--- config.mk ---
export PLATFORM = sky130hd
export DESIGN_NAME = serial_add_ctrl
export DESIGN_NICKNAME = d
export VERILOG_FILES = /design/src/rtl/serial_add_ctrl.sv
export SDC_FILE = /design/constraint.sdc
export NUM_CORES = 1
export LEC_CHECK = 0
export ABC_AREA = 0
export CORE_UTILIZATION = 30
export DETAILED_ROUTE_END_ITERATION = 12
export PLACE_DENSITY = 0.55
export SLEW_MARGIN = 25
export SYNTH_ARGS = -nofsm -noshare
export SYNTH_HDL_FRONTEND = slang
export SYNTH_SLANG_ARGS = --single-unit
export TNS_END_PERCENT = 50
--- constraint.sdc ---
create_clock -name clk -period 2.45 [get_ports clk]
set_input_delay 0.3675 -clock clk [delete_from_list [all_inputs] [get_ports clk]]
set_output_delay 0.3675 -clock clk [all_outputs]
set_load 0.05 [all_outputs]
--- src/rtl/serial_add_ctrl.sv ---
// serial_add_ctrl
// Word-level front end for a bit-serial adder slice.
// It accepts a W-bit operand pair plus carry-in on a valid/ready handshake.
// It feeds the slice LSB-first with propagate, generate, carry-select and
// carry-in bits. It collects the slice's serial sum and final carry back into
// a W-bit result, which it returns on a second valid/ready handshake.
//
// Ports
//   clk, rst              clock; asynchronous active-high reset
//   in_valid / in_ready   operand handshake (a, b, cin)
//   out_valid / out_ready result handshake (result, cout)
//   s_c_sel, s_in_xor,    drive to the slice
//   s_in_and, s_cin
//   s_sum, s_cout         returned from the slice
module serial_add_ctrl #(
    parameter int W = 8
) (
    input  logic         clk,
    input  logic         rst,
    input  logic         in_valid,
    output logic         in_ready,
    input  logic [W-1:0] a,
    input  logic [W-1:0] b,
    input  logic         cin,
    output logic         out_valid,
    input  logic         out_ready,
    output logic [W-1:0] result,
    output logic         cout,
    output logic         s_c_sel,
    output logic         s_in_xor,
    output logic         s_in_and,
    output logic         s_cin,
    input  logic         s_sum,
    input  logic         s_cout
);

    localparam int CW = $clog2(W + 1);

    typedef enum logic [1:0] {
        IDLE  = 2'd0,
        SHIFT = 2'd1,
        DONE  = 2'd2
    } state_t;

    state_t        state_q, state_d;
    logic [CW-1:0] cnt_q, cnt_d;
    logic [W-1:0]  a_q, a_d;
    logic [W-1:0]  b_q, b_d;
    logic          cin_q, cin_d;
    logic [W-1:0]  result_q, result_d;
    logic          cout_q, cout_d;

    // Step k presents propagate bit k and generate bit k-1.
    // Padding the vectors lets cnt index them directly.
    // Position W of p_vec is 0, and position 0 of g_vec is 0.
    logic [W:0] p_vec;
    logic [W:0] g_vec;
    logic [W-1:0] sum_hit;

    assign p_vec = {1'b0, a_q ^ b_q};
    assign g_vec = {a_q & b_q, 1'b0};

    // The sum bit for position gi arrives one step after its propagate bit,
    // which is step gi+1.
    generate
        for (genvar gi = 0; gi < W; gi++) begin : g_sum_hit
            assign sum_hit[gi] = (cnt_q == CW'(gi + 1));
        end
    endgenerate

    always_comb begin
        state_d  = state_q;
        cnt_d    = cnt_q;
        a_d      = a_q;
        b_d      = b_q;
        cin_d    = cin_q;
        result_d = result_q;
        cout_d   = cout_q;
        case (state_q)
            IDLE: begin
                if (in_valid) begin
                    a_d      = a;
                    b_d      = b;
                    cin_d    = cin;
                    result_d = '0;
                    cout_d   = 1'b0;
                    cnt_d    = '0;
                    state_d  = SHIFT;
                end
            end
            SHIFT: begin
                for (int i = 0; i < W; i++) begin
                    if (sum_hit[i]) begin
                        result_d[i] = s_sum;
                    end
                end
                if (cnt_q == CW'(W)) begin
                    cout_d  = s_cout;
                    state_d = DONE;
                end else begin
                    cnt_d = cnt_q + CW'(1);
                end
            end
            DONE: begin
                if (out_ready) begin
                    state_d = IDLE;
                end
            end
            default: state_d = IDLE;
        endcase
    end

    always_ff @(posedge clk or posedge rst) begin
        if (rst) begin
            state_q  <= IDLE;
            cnt_q    <= '0;
            a_q      <= '0;
            b_q      <= '0;
            cin_q    <= 1'b0;
            result_q <= '0;
            cout_q   <= 1'b0;
        end else begin
            state_q  <= state_d;
            cnt_q    <= cnt_d;
            a_q      <= a_d;
            b_q      <= b_d;
            cin_q    <= cin_d;
            result_q <= result_d;
            cout_q   <= cout_d;
        end
    end

    logic in_shift;
    assign in_shift = (state_q == SHIFT);

    assign in_ready  = (state_q == IDLE);
    assign out_valid = (state_q == DONE);
    assign result    = result_q;
    assign cout      = cout_q;

    // Step 0 loads the word carry-in into the slice (c_sel=0).
    // A stale carry left by an aborted operation can therefore never leak
    // into the next word.
    assign s_c_sel  = in_shift & (cnt_q != '0);
    assign s_cin    = in_shift & (cnt_q == '0) & cin_q;
    assign s_in_xor = in_shift & p_vec[cnt_q];
    assign s_in_and = in_shift & g_vec[cnt_q];

endmodule

# After elaboration in Yosys (flattened, before gate mapping)
# Cells that the tools add are included.
# Widths: inputs -> output; s select.
# classes
n_addsub	1
order_cmp	1
n_eq_ne	21
muxes	24
bitwise	7
n_reduce_logical	15
# ops
cell	n
$reduce_and 3->1	10
$ne 2x2->1 const B	10
$eq 4x3->1 const B	4
$pmux 8 s2	1
$mux 1	12
$and 8x8->8	1
$bmux 1 s4	2
$eq 4x2->1 const B	2
$mux 4	2
$mux 8	1
$pmux 4 s2	1
$xor 8x8->8	1
$mux 2	3
$pmux 2 s3	1
$and 1x1->1	5
$lt 4x5->1 const B	1
$add 4x1->4 const B	1
$eq 4x1->1 const B	1
$eq 4x4->1 const B	1
$logic_not 4->1	1
$reduce_bool 4->1	1
$eq 2x1->1 const B	1
$eq 2x2->1 const B	1
$logic_not 2->1	1
4 further kinds	4
# totals
regBits	32
in_bits	23
out_inout_bits	15
wordCells	83

# Depth between registers and ports, before layout
# Gate-level depths: netlist of run 1.
# depth
ltp_word	4
depth_mapped	6
ltp_nobuf	5

# Worst setup path before layout of run 1
# No wires, ideal clock.
# synth_path
path_type	reg2out
from	reg cnt_q[0]
to	out s_c_sel
t_arrival_ns	1.632
t_required_ns	2.082
path_slack_ns	0.451
stages_incl_launch_ff	5
path_buffers	1
cell_sequence	dfrtp_1 -> buf_6 -> inv_1 -> ha_1 -> a21oi_1
# synth_between
elab_chain_len	2
# synth_lines
item	line_no	text
start: declaration	46	logic [CW-1:0] cnt_q, cnt_d;
start signal: assignment	124	cnt_q <= cnt_d;
$reduce_bool 4->1	144	assign s_c_sel = in_shift & (cnt_q != '0);
$and 1x1->1	144	
end: declaration	29	output logic s_c_sel,
# No other way between the ends.

# Final worst setup path of run 1
# layout_path
from	reg cnt_q[0]
to	out s_in_xor
# layout_between
elab_chain_len	3
# layout_lines
item	line_no	text
$bmux 1 s4	146	assign s_in_xor = in_shift & p_vec[cnt_q];
$mux 1 (implied by the code)	146	
$and 1x1->1	146	
end: declaration	30	output logic s_in_xor,
# No other way between the ends. The select of a mux whose other input is x is not followed.

==> summary.md, run 1 <==
| Metric | Value |
|---|---|
| Status | complete, no violations |
| Initial antenna violation count | 0 |
| Fin. max-slew vios | 0 |
| # port buffers | 37 |
| Hold EP | cin_q$_DFFE_PP0P_ |
| Worst-Skew Late Latency | 0.29 ns |
| CTS Buffer Depth | 2 |
| Vias in the first global route | 1420 |
| Crit path DAT | 1.95 ns |
| VDD IR max | 654 uV |
| CP max stage cell | dfrtp_1 |
| Gr usage total | 14.4% |
| Tmin final | 2.32 ns |
| Post-Synth XOR/XNOR Area | 0% |
| Starting Density | 31.9% |
| Top-Level Pins | 38 |
| Max H-tree Level | 2 |
| Hold Crit Class | flip-flop to flip-flop |
| Clock sinks | 32 |
| Post-synthesis adder-cell area fraction | 8.28% |
| Finished Cell Area | 2340 um2 |
| Hpwl dp | 2850 um |
| Routed wire per std cell | 13.3 um |
| Syn_area_per_cell | 9.64 um2 |
| Worst Path Required | 2.08 ns |
| Critical path class | flip-flop to primary output |
| Layout cells sized above 1 | 10.1% |
| CTS root buf | clkbuf_8 |
| # diodes | 0 |
| LEAKAGE | 0.00114 uW |
| R2r endpoint | cout$_DFFE_PP0P_ |
| Synth cell types | 35 |
| # hold bufs at CTS | 0 |
| Pwr/cell area | 1370 nW/um2 |
| Clock transition at the registers of the reported paths | 0.07 ns |
| CP top delay family | flip-flops |
| Reg-to-reg startpoint | state_q[0]$_DFFE_PP0P_ |
| Remaining Overflow, GRT | 0 |
| Total CTS buffers | 5 |
| Multi-input gate area | 901 um2 |
| Main combinational cell family by area after synthesis | simple AND/OR/NAND/NOR gates |
| Final setup vio count | 0 |
| Residual DRC | 0 |
| Setup crit start | cnt_q[0]$_DFFE_PP0P_ |
| Mux share of post-synthesis cell area | 4.21% |
| Detailed router's first-iteration violation count | 100 |
| Antenna Nets Post-Route | 0 |
| RSZ-0062 raised after global routing | no |
| Critical path endpoint category | primary output |
| First-pass GRT wire length | 6950 um |
| Cells after Synth | 188 |
| Die height | 79.7 um |
| Largest net degree at the start of global routing | 33 |
| Fin nets | 261 |
| Worst hold start | cin_q$_DFFE_PP0P_ |
| Worst Path Max Fanout | 13 |
| Worst path buffer plus inverter count | 1 |
| Synthesized area | 1810 um2 |
| Fin crit share | 94.5% |
| Fin. Hold Viols | 0 |
| Maxcap violations | 0 |
| Slew margin rel. | 65.2% |
| Vias per inst | 4.73 |
| Reg2reg path depth | 4 |
| Final Wtd Congestion | 0.732 |
| TNS Setup | 0 ns |
| Post-Synth Simple-Gate Area | 25.4% |
| Std-Cell Rows | 27 |
| Max frequency | 0.432 GHz |
| 1st-pass router iterations | 4 |
| Crit-path max cell delay | 0.64 ns |
| Reg2Reg Setup Slack | 0.69 ns |
| Crit start category | flip-flop |
| Final Skew | 0.00510 ns |
| Post-cts resize count | 0 |
| Core area | 5680 um2 |
| Post-synthesis sequential area ratio | 44.2% |
| WHS Path Cells | 2 |
| Layout area overhead | 29.3% |
| Die span in x | 79.7 um |
| Fillers | 597 |
| DR vias | 1415 |
| Synthesized Nets | 223 |
| Number of synthesized register bits | 32 |
| Final wirelength | 3980 um |
| Compound-Gate Fraction of Synth Area | 11.8% |
| Critical-path cell list | mux2_2, or3_1, o211a_1, buf_4 |
| CP Depth | 4 |
| # Post-CTS Setup Buffers | 0 |
| Register Area | 801 um2 |
| Placed cell area | 2250 um2 |
| Synth Warn # | 0 |
| Least-Margin Pin Slew | 0.522 ns |
| Die area | 6360 um2 |
| CTS tree | yes |
how the worst max path moves through the flow:
stage	endpoint
after floorplan	s_c_sel
after global placement	s_in_xor
after detailed placement	cout$_DFFE_PP0P_
after CTS	s_in_xor
after global routing	s_in_and
final	s_in_xor
registers in the layout, summed over array words and instances (netlist names):
signal	cells
a_q	8
cout	1
result	8
state_q	2
cin_q	1
cnt_q	4
b_q	8
layer usage:
layer  share of wire (%)  up-vias  track usage [%]
met5                   0        -                0
met4                 1.9        0             6.43
met3                 4.7        8             3.54
met2                  45       33             21.9
met1                  48      655             19.3
li1                    -      719                -
tightest hold or removal path, stage by stage (launching register included):
cell and delay [ns]:
dfrtp_1 0.33, nand2_1 0.05, nand2_1 0.05
placed cells by master, fill, tap and decap left out, types with 3 or more instances in the layout:
cell type        instances
a21o_1                   8
a21oi_1                  6
a32o_1                   7
buf_12                   3
buf_4                    7
clkbuf_8                 6
clkdlybuf4s50_1         33
dfrtp_1                 32
ha_1                    12
inv_1                    5
nand2_1                 62
nand3_1                  8
nor2_1                   3
nor2b_1                  3
o21ai_0                  4
layout make-up:
class	instances	area share [%]
timing repair buffer	43	18.9
sequential	32	34.2
multi-input combinational	139	38.4
inverter	5	0.801
tap	72	3.84
clock buffer	8	3.84
metrics by stage:
step	instances	hold WS (ns)	power (uW)	utilization (%)	setup slack, ns
6_report	299	0.465	3210	41.3	0.135
5_1_grt	299	0.502	3470	41.3	0.0341
4_1_cts	299	0.471	3250	41.3	0.126
3_5_place_dp	291	0.454	2800	39.7	0.425
3_3_place_gp	291	0.455	2800	39.7	0.455
2_1_floorplan	188	0.437	2240	-	0.451
cell families (layout without fill, tap and decap cells):
| logic type | Yosys count | count (layout) |
|---|---|---|
| simple gates | 93 | 93 |
| flops | 32 | 32 |
| compound gates | 29 | 29 |
| buf+inv | 17 | 56 |
| fa+ha+maj | 12 | 12 |
| mux | 5 | 5 |
where the power goes:
group / internal (uW) / switching (uW) / total (uW)
registers: 768 / 241 / 1010
logic: 781 / 994 / 1770
clock network: 229 / 198 / 427
total: 1780 / 1430 / 3210
Yosys cell counts, drive strengths merged:
| library cell | number | area (um2) |
|---|---|---|
| ha | 12 | 150 |
| nand3 | 8 | 40.0 |
| o211a | 1 | 10.0 |
| a21o | 8 | 60.1 |
| o21ai | 4 | 20.0 |
| nand2b | 2 | 20.0 |
| nor2 | 3 | 11.3 |
| and4bb | 1 | 12.5 |
| a21oi | 6 | 30.0 |
| inv | 5 | 18.8 |
| or3b | 1 | 8.76 |
| nand2 | 62 | 233 |
| and2 | 1 | 6.26 |
| mux2 | 1 | 11.3 |
| and3 | 2 | 12.5 |
| dfrtp | 32 | 801 |
| mux2i | 2 | 20.0 |
| or3 | 2 | 12.5 |
| or4b | 1 | 10.0 |
| nor3b | 1 | 18.8 |
| nor2b | 3 | 18.8 |
| a311oi | 1 | 8.76 |
| buf | 11 | 88.8 |
| o21bai | 1 | 7.51 |
| mux4 | 2 | 45.0 |
| clkbuf | 1 | 3.75 |
| nand3b | 2 | 15.0 |
| nor4b | 1 | 15.0 |
| o211ai | 1 | 7.51 |
| nand4b | 2 | 17.5 |
| a32o | 7 | 70.1 |
| and3b | 1 | 8.76 |
Power figures use the tool's default switching activity.
==> run 2, diff against run 1 <==
- CORE_MARGIN: unset -> 4
- PLACE_DENSITY: 0.55 -> 0.57
- SLEW_MARGIN: 25 -> unset
- clock period: 2.45 -> 2.12 ns (I/O delays scaled with it)
==> run 2 against run 1 <==
  * The run now ends with negative setup slack left
  * Critical path depth up 1
  * Utilization shrank 0.39 points
  * Flip-flop and latch count stayed put
  * Register-to-register slack got worse by 0.18 ns
  * Clock skew increased by 0.0039 ns
  * Combinational power is 25% higher
  * Clock power increased by 14%
  * Largest power group unchanged
==> summary.md, run 2 (same netlist as run 1, synthesis figures left out) <==
| Metric | Value |
|---|---|
| Status | finished, violations left |
| Failing checks | negative setup slack |
| Critical-path cell list | ha_1, mux2_2, or3_1, o211a_1, buf_6 |
| Tmin final | 2.15 ns |
| Worst-Skew Late Latency | 0.29 ns |
| Fin. Hold Viols | 0 |
| Clock sinks | 32 |
| Hpwl dp | 3050 um |
| Maxcap violations | 0 |
| Die span in x | 85.7 um |
| 1st-pass router iterations | 4 |
| Fin nets | 266 |
| Layout area overhead | 32.8% |
| CTS tree | yes |
| Commonest non-fill, non-tap cells in the layout | nand2_1, clkdlybuf4s50_1, dfrtp_1 |
| First-pass GRT wire length | 7070 um |
| Crit start category | flip-flop |
| Finished Layout Cells | 307 |
| Fin crit share | 102% |
| Initial antenna violation count | 0 |
| # diodes | 0 |
| Top-Level Pins | 38 |
| LEAKAGE | 0.00116 uW |
| Pwr/cell area | 1590 nW/um2 |
| Worst hold margin | 0.424 ns |
| # hold bufs at CTS | 0 |
| Post-Place Worst Slack | 0.237 ns |
| Dpl cells | 298 |
| R2r endpoint | result[2]$_DFFE_PP0P_ |
| Max frequency | 0.465 GHz |
| Reg-to-reg startpoint | state_q[0]$_DFFE_PP0P_ |
| Gr usage total | 12.4% |
| Least-Margin Pin Slew | 0.543 ns |
| Post-route setup slack | -0.0320 ns |
| Worst Path Max Fanout | 2 |
| CTS Buffer Depth | 2 |
| Worst Path Required | 1.80 ns |
| Max H-tree Level | 2 |
| Total CTS buffers | 5 |
| Antenna Nets Post-Route | 0 |
| Vias per inst | 4.77 |
| Std-Cell Rows | 28 |
| Layout cells sized above 1 | 15.9% |
| Detailed router's first-iteration violation count | 43 |
| Vias in the first global route | 1465 |
| CP max stage cell | dfrtp_1 |
| Final Wtd Congestion | 0.754 |
| Largest net degree at the start of global routing | 33 |
| Critical path class | flip-flop to primary output |
| Core area | 5890 um2 |
| Remaining Overflow, GRT | 0 |
| # port buffers | 37 |
| Reg2Reg Setup Slack | 0.51 ns |
| CTS root buf | clkbuf_8 |
| Crit-path max cell delay | 0.39 ns |
| Commonest non-fill, non-tap cell in the layout | nand2_1 |
| Clock transition at the registers of the reported paths | 0.06 ns |
| Fin. max-slew vios | 0 |
| Routed wire per std cell | 13.4 um |
| Die height | 85.7 um |
| Reg2reg path depth | 4 |
| Critical path endpoint category | primary output |
| DR vias | 1465 |
| Final Skew | 0.00898 ns |
| Starting Density | 30.8% |
| Slew margin rel. | 63.7% |
| Final wirelength | 4100 um |
| VDD IR max | 920 uV |
| Final setup vio count | 1 |
| Crit path DAT | 1.83 ns |
| Hold Crit Class | input port to async pin |
| Die area | 7350 um2 |
| Residual DRC | 0 |
| RSZ-0062 raised after global routing | yes |
## run 2: repair_timing
item / 4_1_cts / 5_1_grt
gates resized for setup: 6 / 2
setup buffers: 0 / 1
setup endpoints to repair: 2 / 2
pin swaps: 2 / 0
## run 2: stage by stage
step | util [%] | total power, uW | TNS [ns] | instance area [um2]
2_1_floorplan | - | 2590 | 0 | 1810
3_3_place_gp | 38.8 | 3290 | 0 | 2280
3_5_place_dp | 38.8 | 3310 | 0 | 2280
4_1_cts | 40.7 | 3890 | -0.0658 | 2390
5_1_grt | 40.9 | 4150 | -0.151 | 2410
6_report | 40.9 | 3840 | -0.0320 | 2410
## run 2: routing by layer
layer	part of all wire, %	vias to the layer above	track usage, %
met3	4.5	7	2.88
met4	2.0	0	5.61
li1	-	732	-
met5	0	-	0
met1	45	693	15.9
met2	48	33	19.8
## run 2: cell type report
type,instances,area [um2]
multi-input combinational,139,922
inverter,5,18.8
fill,607,3480
tap,75,93.8
clock buffer,8,90.1
sequential,32,803
timing repair buffer,48,479
## run 2: worst max-delay path, delay by kind of cell, from the launching register on
| kind | cells | cell delay, ns |
|---|---|---|
| simple gates | 1 | 0.30 |
| buf+inv | 1 | 0.16 |
| flops | 1 | 0.39 |
| mux | 1 | 0.25 |
| fa+ha+maj | 1 | 0.30 |
| compound gates | 1 | 0.16 |
## run 2: worst max path at each step
stage	from	endpoint	slack (ns)
2_1_floorplan	cnt_q[0]$_DFFE_PP0P_	s_c_sel	0.17
6_report	b_q[2]$_DFFE_PP0P_	s_in_xor	-0.03
4_1_cts	b_q[2]$_DFFE_PP0P_	s_in_xor	-0.06
3_3_place_gp	cnt_q[0]$_DFFE_PP0P_	s_in_and	0.23
5_1_grt	a_q[5]$_DFFE_PP0P_	s_in_xor	-0.10
3_5_place_dp	cnt_q[0]$_DFFE_PP0P_	s_in_and	0.24
## run 2: power breakdown
group / internal, uW / switching [uW]
combinational: 1000 / 1210
sequential: 892 / 246
clock: 265 / 220
